File: src/rtl/shift_rows_pipe_pkg.sv
// Shared Rijndael definitions for the ShiftRows stage: legal block widths,
// per-width row offsets and the source-column helper used by the permutation.
package shift_rows_pipe_pkg;

    // Handshake occupancy states; the encoding equals the number of held blocks.
    typedef enum logic [1:0] {
        stEmpty = 2'd0,
        stOne   = 2'd1,
        stFull  = 2'd2
    } pipeStateT;

    // Rijndael allows 4, 6 or 8 state columns.
    function automatic bit nbLegal(input int nb);
        return (nb == 4) || (nb == 6) || (nb == 8);
    endfunction

    // Row offsets: {0,1,2,3} for Nb = 4 or 6, {0,1,3,4} for Nb = 8.
    function automatic int rowOffset(input int r, input int nb);
        int off;
        off = r;
        if (nb == 8) begin
            case (r)
                0:       off = 0;
                1:       off = 1;
                2:       off = 3;
                default: off = 4;
            endcase
        end
        return off;
    endfunction

    // Source column that feeds output (r, c) in the chosen direction.
    function automatic int shift_index(input int r, input int c, input int nb, input bit inverse);
        int off;
        off = rowOffset(r, nb);
        if (inverse) begin
            return (c - off + nb) % nb;
        end
        return (c + off) % nb;
    endfunction

endpackage

File: src/rtl/shift_rows_perm.sv
// Combinational ShiftRows / InvShiftRows byte permutation. Byte k sits at
// data[W-1-8k -: 8] (byte 0 is the MSB byte) and belongs to row k%4, column k/4.
module shift_rows_perm
    import shift_rows_pipe_pkg::*;
#(
    parameter int NB = 4,
    localparam int W = 32 * NB
) (
    input  logic [W-1:0] data,
    input  logic         inverse,
    output logic [W-1:0] result
);

    // Refuse to build for a block width Rijndael does not define.
    if (!nbLegal(NB)) begin : g_badNb
        $error("shift_rows_perm: NB must be 4, 6 or 8");
    end

    logic [W-1:0] fwdData;
    logic [W-1:0] invData;

    // Both directions are fixed wiring; the flag just picks one of them.
    for (genvar r = 0; r < 4; r++) begin : g_row
        for (genvar c = 0; c < NB; c++) begin : g_col
            localparam int dst    = 4 * c + r;
            localparam int fwdSrc = 4 * shift_index(r, c, NB, 1'b0) + r;
            localparam int invSrc = 4 * shift_index(r, c, NB, 1'b1) + r;
            assign fwdData[W-1-8*dst -: 8] = data[W-1-8*fwdSrc -: 8];
            assign invData[W-1-8*dst -: 8] = data[W-1-8*invSrc -: 8];
        end
    end

    assign result = inverse ? invData : fwdData;

endmodule

File: src/rtl/shift_rows_pipe.sv
// Registered ShiftRows / InvShiftRows stage with a 2-entry skid buffer.
// Handshake: a block moves on an interface in every cycle where valid and
// ready are both high at the rising edge; valid never depends on ready, and
// in_ready depends only on registered occupancy, so out_ready has no
// combinational path to in_ready. Data is permuted before it is stored, so
// both the main and skid registers hold finished output blocks.
module shift_rows_pipe
    import shift_rows_pipe_pkg::*;
#(
    parameter int NB = 4,
    localparam int W = 32 * NB
) (
    input  logic         clk,
    input  logic         reset,
    input  logic         in_valid,
    output logic         in_ready,
    input  logic [W-1:0] in_data,
    input  logic         in_inverse,
    output logic         out_valid,
    input  logic         out_ready,
    output logic [W-1:0] out_data,
    output logic         out_inverse
);

    pipeStateT    state;
    pipeStateT    stateNext;
    logic [W-1:0] permData;
    logic [W-1:0] mainData;
    logic         mainInv;
    logic [W-1:0] skidData;
    logic         skidInv;
    logic         inXfer;
    logic         outXfer;
    logic         loadMain;
    logic         loadSkid;
    logic         mainFromSkid;

    shift_rows_perm #(.NB(NB)) uPerm (
        .data    (in_data),
        .inverse (in_inverse),
        .result  (permData)
    );

    assign in_ready    = (state != stFull);
    assign out_valid   = (state != stEmpty);
    assign out_data    = mainData;
    assign out_inverse = mainInv;
    assign inXfer      = in_valid & in_ready;
    assign outXfer     = out_valid & out_ready;

    // Next occupancy and which register captures what on this edge.
    always_comb begin
        stateNext    = state;
        loadMain     = 1'b0;
        loadSkid     = 1'b0;
        mainFromSkid = 1'b0;
        case (state)
            stEmpty: begin
                if (inXfer) begin
                    loadMain  = 1'b1;
                    stateNext = stOne;
                end
            end
            stOne: begin
                if (inXfer && outXfer) begin
                    loadMain = 1'b1;
                end else if (inXfer) begin
                    loadSkid  = 1'b1;
                    stateNext = stFull;
                end else if (outXfer) begin
                    stateNext = stEmpty;
                end
            end
            stFull: begin
                if (outXfer) begin
                    mainFromSkid = 1'b1;
                    stateNext    = stOne;
                end
            end
            default: stateNext = stEmpty;
        endcase
    end

    // Occupancy register; reset wins over any handshake in the same cycle.
    always_ff @(posedge clk) begin
        if (reset) begin
            state <= stEmpty;
        end else begin
            state <= stateNext;
        end
    end

    // Block storage; registers change only on reset or an actual transfer.
    always_ff @(posedge clk) begin
        if (reset) begin
            mainData <= '0;
            mainInv  <= 1'b0;
            skidData <= '0;
            skidInv  <= 1'b0;
        end else begin
            if (loadMain) begin
                mainData <= permData;
                mainInv  <= in_inverse;
            end else if (mainFromSkid) begin
                mainData <= skidData;
                mainInv  <= skidInv;
            end
            if (loadSkid) begin
                skidData <= permData;
                skidInv  <= in_inverse;
            end
        end
    end

endmodule

File: config.mk
export PLATFORM = sky130hd
export DESIGN_NAME = shift_rows_pipe
export DESIGN_NICKNAME = d
export VERILOG_FILES = /design/src/rtl/shift_rows_pipe_pkg.sv /design/src/rtl/shift_rows_perm.sv /design/src/rtl/shift_rows_pipe.sv
export SDC_FILE = /design/constraint.sdc
export NUM_CORES = 1
export LEC_CHECK = 0
export CAP_MARGIN = 20
export CORE_MARGIN = 4
export CORE_UTILIZATION = 51
export CTS_CLUSTER_SIZE = 25
export DETAILED_ROUTE_END_ITERATION = 10
export PLACE_DENSITY = 0.8
export SETUP_SLACK_MARGIN = 0.3
export SYNTH_ARGS = -nofsm -noshare
export SYNTH_HDL_FRONTEND = slang
export SYNTH_SLANG_ARGS = --single-unit
File: constraint.sdc
create_clock -name clk -period 1.7 [get_ports clk]
set_input_delay 0.34 -clock clk [delete_from_list [all_inputs] [get_ports clk]]
set_output_delay 0.34 -clock clk [all_outputs]
set_load 0.02 [all_outputs]
==> impl_metrics.py, run 1 <==
metrics = {
    "min_path": {
        "hold_path_class": "input port to register",
    },
    "floorplan": {
        "rows": 55,
        "coreArea_mm2": 0.0229,
        "die_area_mm2": 0.0261,
        "start_util_pct": 52.5,
        "dieWidth_um": 162,
        "fp.dieH_um": 162,
        "io_pins": 264,
    },
    "final_layout": {
        "postLayoutCellArea_mm2": 0.0172,
        "layout-drive-gt1-share_pct": 26.3,
        "seq_area_mm2": 0.00523,
        "num-fill-cells": 1545,
        "multi_input_area_mm2": 0.00624,
        "nets": 1732,
        "areaGrowthSynthToFinish_pct": 42.5,
        "diodes": 0,
    },
    "detailed_routing": {
        "top_layer": "met4",
        "dr.pass1.iters": 7,
        "wl_met1_um": 16500,
        "drt-total-wl_um": 41100,
        "met2_wirelength_um": 19600,
        "post_drt_via_cell_ratio": 6.36,
        "met3WireLength_um": 3810,
        "vias": 12300,
        "antenna_left": 0,
        "drt-initial-drc-count": 1277,
        "wire_per_inst_um": 21.3,
        "drc_errors": 0,
    },
    "timing": {
        "worst_pin_slew_ns": 0.688,
        "fin_skew_ns": 0.0147,
        "hold_viol_final": 0,
        "rsz0062_at_grt": "yes",
        "slew_violations": 0,
        "fin_crit_sh_pct": 100,
        "min_period_ns": 1.71,
        "layout_setup_ws_ns": -0.00534,
        "finalSetupViolCount": 1,
        "fmax_ghz": 0.586,
        "holdWs_ns": 0.334,
        "max-slew-margin-rel_pct": 54.2,
    },
    "worst_setup_path": {
        "cp.required_ns": 2.16,
        "reg2reg_setup_slack_ns": -0.005,
        "critPathMaxFanout": 7,
        "r2r_start": "state[1]",
        "end_kind": "register",
        "reg2reg_depth": 8,
        "crit_type": "register to register",
        "endpoint": "skidData[31]",
        "reg2reg_to": "skidData[31]",
        "arrival_ns": 2.17,
        "startpoint": "state[1]",
        "crit_path_start_kind": "register",
    },
    "synth": {
        "synth_area_leaders": "dfxtp_1 (43%), mux2i_1 (5.9%), o2111a_1 (5.3%)",
        "netlist_area_mm2": 0.0120,
        "syn_inst": 1349,
        "synth_seq_cells": 260,
        "yosys.area.top_type": "dfxtp_1",
        "netlist-cell-type-count": 34,
        "yosysSeqAreaShare_pct": 43.2,
        "synth_fp_nets": 1482,
        "syn_area_per_cell_um2": 8.93,
        "synth_warnings": 0,
        "synth_top_area_share_pct": 43.2,
    },
    "placement": {
        "dp_hpwl_um": 24200,
        "port_buffers": 263,
        "place_congestion": 0.806,
        "placed_cell_area_mm2": 0.0155,
    },
    "power_and_ir_drop": {
        "p_leak_nw": 7.58,
        "p_per_area_mw_per_mm2": 977,
        "ir_worst_vdd_mv": 0.659,
    },
    "grt": {
        "grt.overflow.total": 0,
        "grt_pass1_wl_um": 61700,
        "grt_pass1_vias": 11800,
        "antenna_found_initial": 0,
        "grt_max_degree": 132,
        "grt_util_all_layers_pct": 28.0,
    },
    "clock_tree": {
        "root_buffer": "clkbuf_16",
        "clkLatencyLatePin_ns": 0.53,
        "cts_tree": "built",
        "cts_sinks": 260,
        "numCtsBuffers": 27,
        "clk_pin_slew_ns": 0.06,
        "h-tree-depth": 1,
        "cts_buffer_depth": 3,
    },
    "flow_run": {
        "maxCapViolCount": 0,
    },
    "status": {
        "violations": "setup timing",
        "status": "finished with violations",
    },
}
-- layout by cell type (no fill, tap or decap), drive strengths merged, types with 2 or more instances in the layout --
cell type	instances
o21ai	2
bufinv	7
clkinvlp	2
nand3	122
o22ai	64
a41o	57
clkdlybuf4s50	130
nand2b	3
nand2	134
bufbuf	3
a31o	7
a21o	57
a211oi	66
mux2i	71
clkinv	6
inv	65
buf	252
a21oi	75
dfxtp	260
nor2	64
o2111a	57
nor2b	2
a221oi	64
clkbuf	41
-- timing repair --
action,CTS,global route
endpoints found under the setup margin,390,338
hold buffers,0,0
buffers inserted,9,18
resized for setup,644,90
gates cloned,6,8
pin swaps,4,41
-- cells in the mapped netlist --
| master | count |
|---|---|
| inv_2 | 1 |
| a41o_1 | 57 |
| a311oi_1 | 1 |
| a31o_1 | 7 |
| a211oi_1 | 66 |
| a21oi_4 | 1 |
| buf_1 | 2 |
| or3b_2 | 1 |
| nor2_1 | 64 |
| and3b_1 | 1 |
| o22ai_1 | 64 |
| buf_6 | 3 |
| nand2b_1 | 3 |
| nand3b_2 | 1 |
| dfxtp_1 | 260 |
| o21ai_2 | 1 |
| buf_2 | 76 |
| nand4bb_1 | 1 |
| nor4bb_1 | 1 |
| a21oi_1 | 74 |
| inv_1 | 64 |
| o2111a_1 | 57 |
| o21ai_1 | 1 |
| a221oi_1 | 58 |
| a21o_1 | 57 |
| mux2i_1 | 71 |
| nor2b_1 | 2 |
| nand2_1 | 134 |
| or2_2 | 1 |
| clkbuf_1 | 72 |
| o21a_1 | 1 |
| buf_4 | 18 |
| a221oi_2 | 6 |
| nand3_1 | 122 |
-- per-stage QoR --
step	instances	util (%)	TNS (ns)	power, mW	worst slack [ns]
floorplan	1349	-	0	8.50	0.282
global placement	1842	67.5	-60.41	9.91	-0.274
detailed placement	1842	67.5	-66.01	9.97	-0.335
CTS	1906	71.6	0	16.5	0.0850
global route	1932	74.9	-0.181	17.3	-0.0304
finish	1932	74.9	-0.00534	16.8	-0.00534
-- metal layers --
layer / vias up / global-route usage [%]
met1: 5936 / 37.0
met5: - / 0
li1: 5538 / -
met2: 726 / 47.0
met4: 0 / 8.77
met3: 93 / 5.13
-- power breakdown --
part | internal (mW) | total (mW) | switching [mW]
combinational | 1.54 | 3.36 | 1.82
clock | 4.19 | 6.72 | 2.53
sequential | 6.47 | 6.69 | 0.225
-- worst max-delay path: stages, from the launching register on --
cell and delay (ns):
dfxtp_2 0.33, buf_6 0.12, nor4bb_4 0.37, buf_4 0.22, buf_12 0.14, buf_12 0.11
clkbuf_16 0.15, nand2_2 0.07, a21oi_2 0.13
-- worst min path at each step --
stage	startpoint	to	slack, ns	depth (start not counted)
floorplan	skidData[104]	skidData[104]	0.43	2
global placement	skidData[45]	skidData[45]	0.44	2
detailed placement	skidInv	skidInv	0.45	2
CTS	in_inverse	skidInv	0.31	4
global route	in_inverse	skidInv	0.35	4
finish	in_inverse	skidInv	0.33	4
-- final cells by class --
type,instances,share of cell area [%]
Inverter,65,1.43
Sequential cell,260,30.5
Tap cell,313,2.28
Timing Repair Buffer,392,23.5
Clock buffer,34,4.38
Clock inverter,15,1.51
Multi-Input combinational cell,853,36.4
-- kinds of logic (layout without fill, tap and decap cells) --
logic type	after synthesis	after routing	share of synthesized area (%)
multiplexers	71	71	5.90
buffers and inverters	236	506	8.90
AO/OA/AOI/OAI	451	451	30.0
flip-flops	260	260	43.2
AND/OR/NAND/NOR	331	331	12.0
-- registers in the layout, indices dropped and copies added, names as in the netlist --
signal and count:
state 2, skidData 128, out_inverse 1, skidInv 1
out_data 128
Power figures use the tool's default switching activity.
==> run 2, diff against run 1 <==
==> constraint.sdc (replaced) <==
create_clock -name clk -period 1.7 [get_ports clk]
set_input_delay 0.255 -clock clk [delete_from_list [all_inputs] [get_ports clk]]
set_output_delay 0.255 -clock clk [all_outputs]
set_load 0.02 [all_outputs]
==> impl_metrics.py, run 2 (synthesis results as in run 1) <==
metrics = {
    "grt": {
        "grt_use_met1_pct": 37.6,
        "antenna_found_initial": 2,
        "grt_pass1_vias": 11100,
        "grt-busiest-layer": "met2",
        "met2_usage_pct": 46.5,
        "grt_util_met3_pct": 5.10,
        "grt.overflow.total": 0,
        "grt_max_degree": 130,
        "grt_pass1_wl_um": 60500,
        "grt_util_all_layers_pct": 28.2,
    },
    "timing": {
        "holdWs_ns": 0.270,
        "rsz0062_at_grt": "yes",
        "max-slew-margin-rel_pct": 54.3,
        "hold_viol_final": 0,
        "min_period_ns": 1.63,
        "layout_setup_ws_ns": 0.0708,
        "slew_violations": 0,
        "fin_crit_sh_pct": 95.8,
        "finalSetupViolCount": 0,
        "worst_pin_slew_ns": 0.686,
        "fin_skew_ns": 0.0106,
        "fin_tns_setup_ns": 0,
        "fmax_ghz": 0.614,
    },
    "worst_setup_path": {
        "slowest_stage": "dfxtp_4",
        "cp_common_cell": "buf_4",
        "crit_path_start_kind": "register",
        "worstPathCellList": "buf_4 -> buf_4 -> nand3b_4 -> buf_12 -> clkbuf_16 -> o2111a_1 -> a41o_1",
        "path_buf_inv": 4,
        "r2r_start": "state[1]",
        "reg2reg_to": "out_data[16]",
        "end_kind": "register",
        "critPathMaxFanout": 13,
        "reg2reg_depth": 7,
        "cp.required_ns": 2.12,
        "crit_type": "register to register",
        "slowest_delay_ns": 0.39,
        "arrival_ns": 2.05,
        "cpLargestDelayFamily": "buffers and inverters",
        "reg2reg_setup_slack_ns": 0.07,
    },
    "min_path": {
        "hold_path_class": "input port to register",
        "min_delay_path_depth": 4,
        "min_to": "skidInv",
        "worstHoldStart": "in_inverse",
    },
    "final_layout": {
        "nets": 1752,
        "layout-drive-gt1-share_pct": 30.9,
        "final_common_cell": "dfxtp_1",
        "utilization_pct": 77.9,
        "most-common-layout-cells": "dfxtp_1 (242), clkdlybuf4s50_1 (130), nand2_1 (126), nand3_1 (122), buf_2 (119)",
        "diodes": 0,
        "areaGrowthSynthToFinish_pct": 48.3,
        "num-fill-cells": 1511,
    },
    "detailed_routing": {
        "drc_errors": 0,
        "drt-total-wl_um": 48200,
        "dr.pass1.iters": 6,
        "wire_per_inst_um": 24.7,
        "post_drt_via_cell_ratio": 6.62,
        "drt-initial-drc-count": 1654,
        "antenna_left": 0,
        "vias": 12900,
    },
    "floorplan": {
        "rows": 55,
        "coreArea_mm2": 0.0229,
        "die_area_mm2": 0.0261,
        "fp.dieH_um": 162,
        "dieWidth_um": 162,
        "io_pins": 264,
        "start_util_pct": 52.5,
    },
    "placement": {
        "dp_slack_ns": -0.254,
        "place_congestion": 0.870,
        "port_buffers": 263,
        "dp_hpwl_um": 26000,
    },
    "clock_tree": {
        "hold_buffers": 0,
        "cts_buffer_depth": 3,
        "cts_tree": "built",
        "cts_sinks": 260,
        "clkLatencyLatePin_ns": 0.53,
        "clk_pin_slew_ns": 0.07,
        "numCtsBuffers": 27,
        "root_buffer": "clkbuf_16",
        "h-tree-depth": 1,
    },
    "power_and_ir_drop": {
        "p_total_mw": 16.4,
        "p_leak_nw": 7.88,
        "p_per_area_mw_per_mm2": 920,
        "ir_worst_vdd_mv": 0.586,
    },
    "status": {
        "status": "finished, final reports clean",
    },
    "flow_run": {
        "maxCapViolCount": 0,
    },
}
## run 2: cell count changes in the layout (fill, tap and decap cells not counted), sizes merged
cell / change
clkinvlp: -2
bufbuf: -3
inv: -1
clkbuf: +29
bufinv: -4
clkdlybuf4s15: +8
nand2b: +1
clkinv: +1
buf: -9
## run 2: cell type report
cell class                      count  area, um^2  area share, %
Tap cell                          313         392           2.19
Clock buffer                       40         785           4.39
Multi-Input combinational cell    854        6620           37.1
Clock inverter                      9         124          0.694
Inverter                           65         245           1.37
Sequential cell                   260        5230           29.3
Timing Repair Buffer              411        4450           25.0
## run 2: worst max path at each step
stage	from	to	slack, ns	cells after the start
2_1_floorplan	state[0]	out_data[0]	0.26	6
3_3_place_gp	in_valid	skidData[113]	-0.20	6
3_5_place_dp	in_valid	skidData[49]	-0.25	6
4_1_cts	state[1]	out_data[88]	0.12	6
5_1_grt	state[1]	out_data[16]	0.04	7
6_report	state[1]	out_data[16]	0.07	7
## run 2: worst register-to-register path, delay by kind of cell, from the launching register on
family	cells	cell delay [ns]
buffers and inverters	4	0.61
AOI/OAI and AO/OA	2	0.37
DFF	1	0.39
and+or+nand+nor	1	0.14
## run 2: what timing repair did
item / CTS / global route
pin swaps: 0 / 98
gates cloned: 2 / 36
resized for setup: 505 / 262
endpoints found under the setup margin: 390 / 307
buffers inserted: 6 / 23
## run 2: where the power goes
group	total, mW	switching (mW)	internal [mW]	leakage (nW)
Sequential	6.74	0.272	6.47	2.13
Clock	6.13	2.50	3.64	0.450
Combinational	3.56	1.99	1.56	5.30
## run 2: metal layers
layer  vias up  routed length, um
li1       5591                  -
met1      6208              17600
met2       956              22600
met3       162               5600
met4         2               2340
met5         -                  7
## run 2: metrics by stage
| step | instance area (um^2) | instances |
|---|---|---|
| 2_1_floorplan | 12100 | 1349 |
| 6_report | 17900 | 1952 |
| 3_5_place_dp | 15500 | 1836 |
| 5_1_grt | 17900 | 1952 |
| 4_1_cts | 16200 | 1893 |
| 3_3_place_gp | 15500 | 1836 |
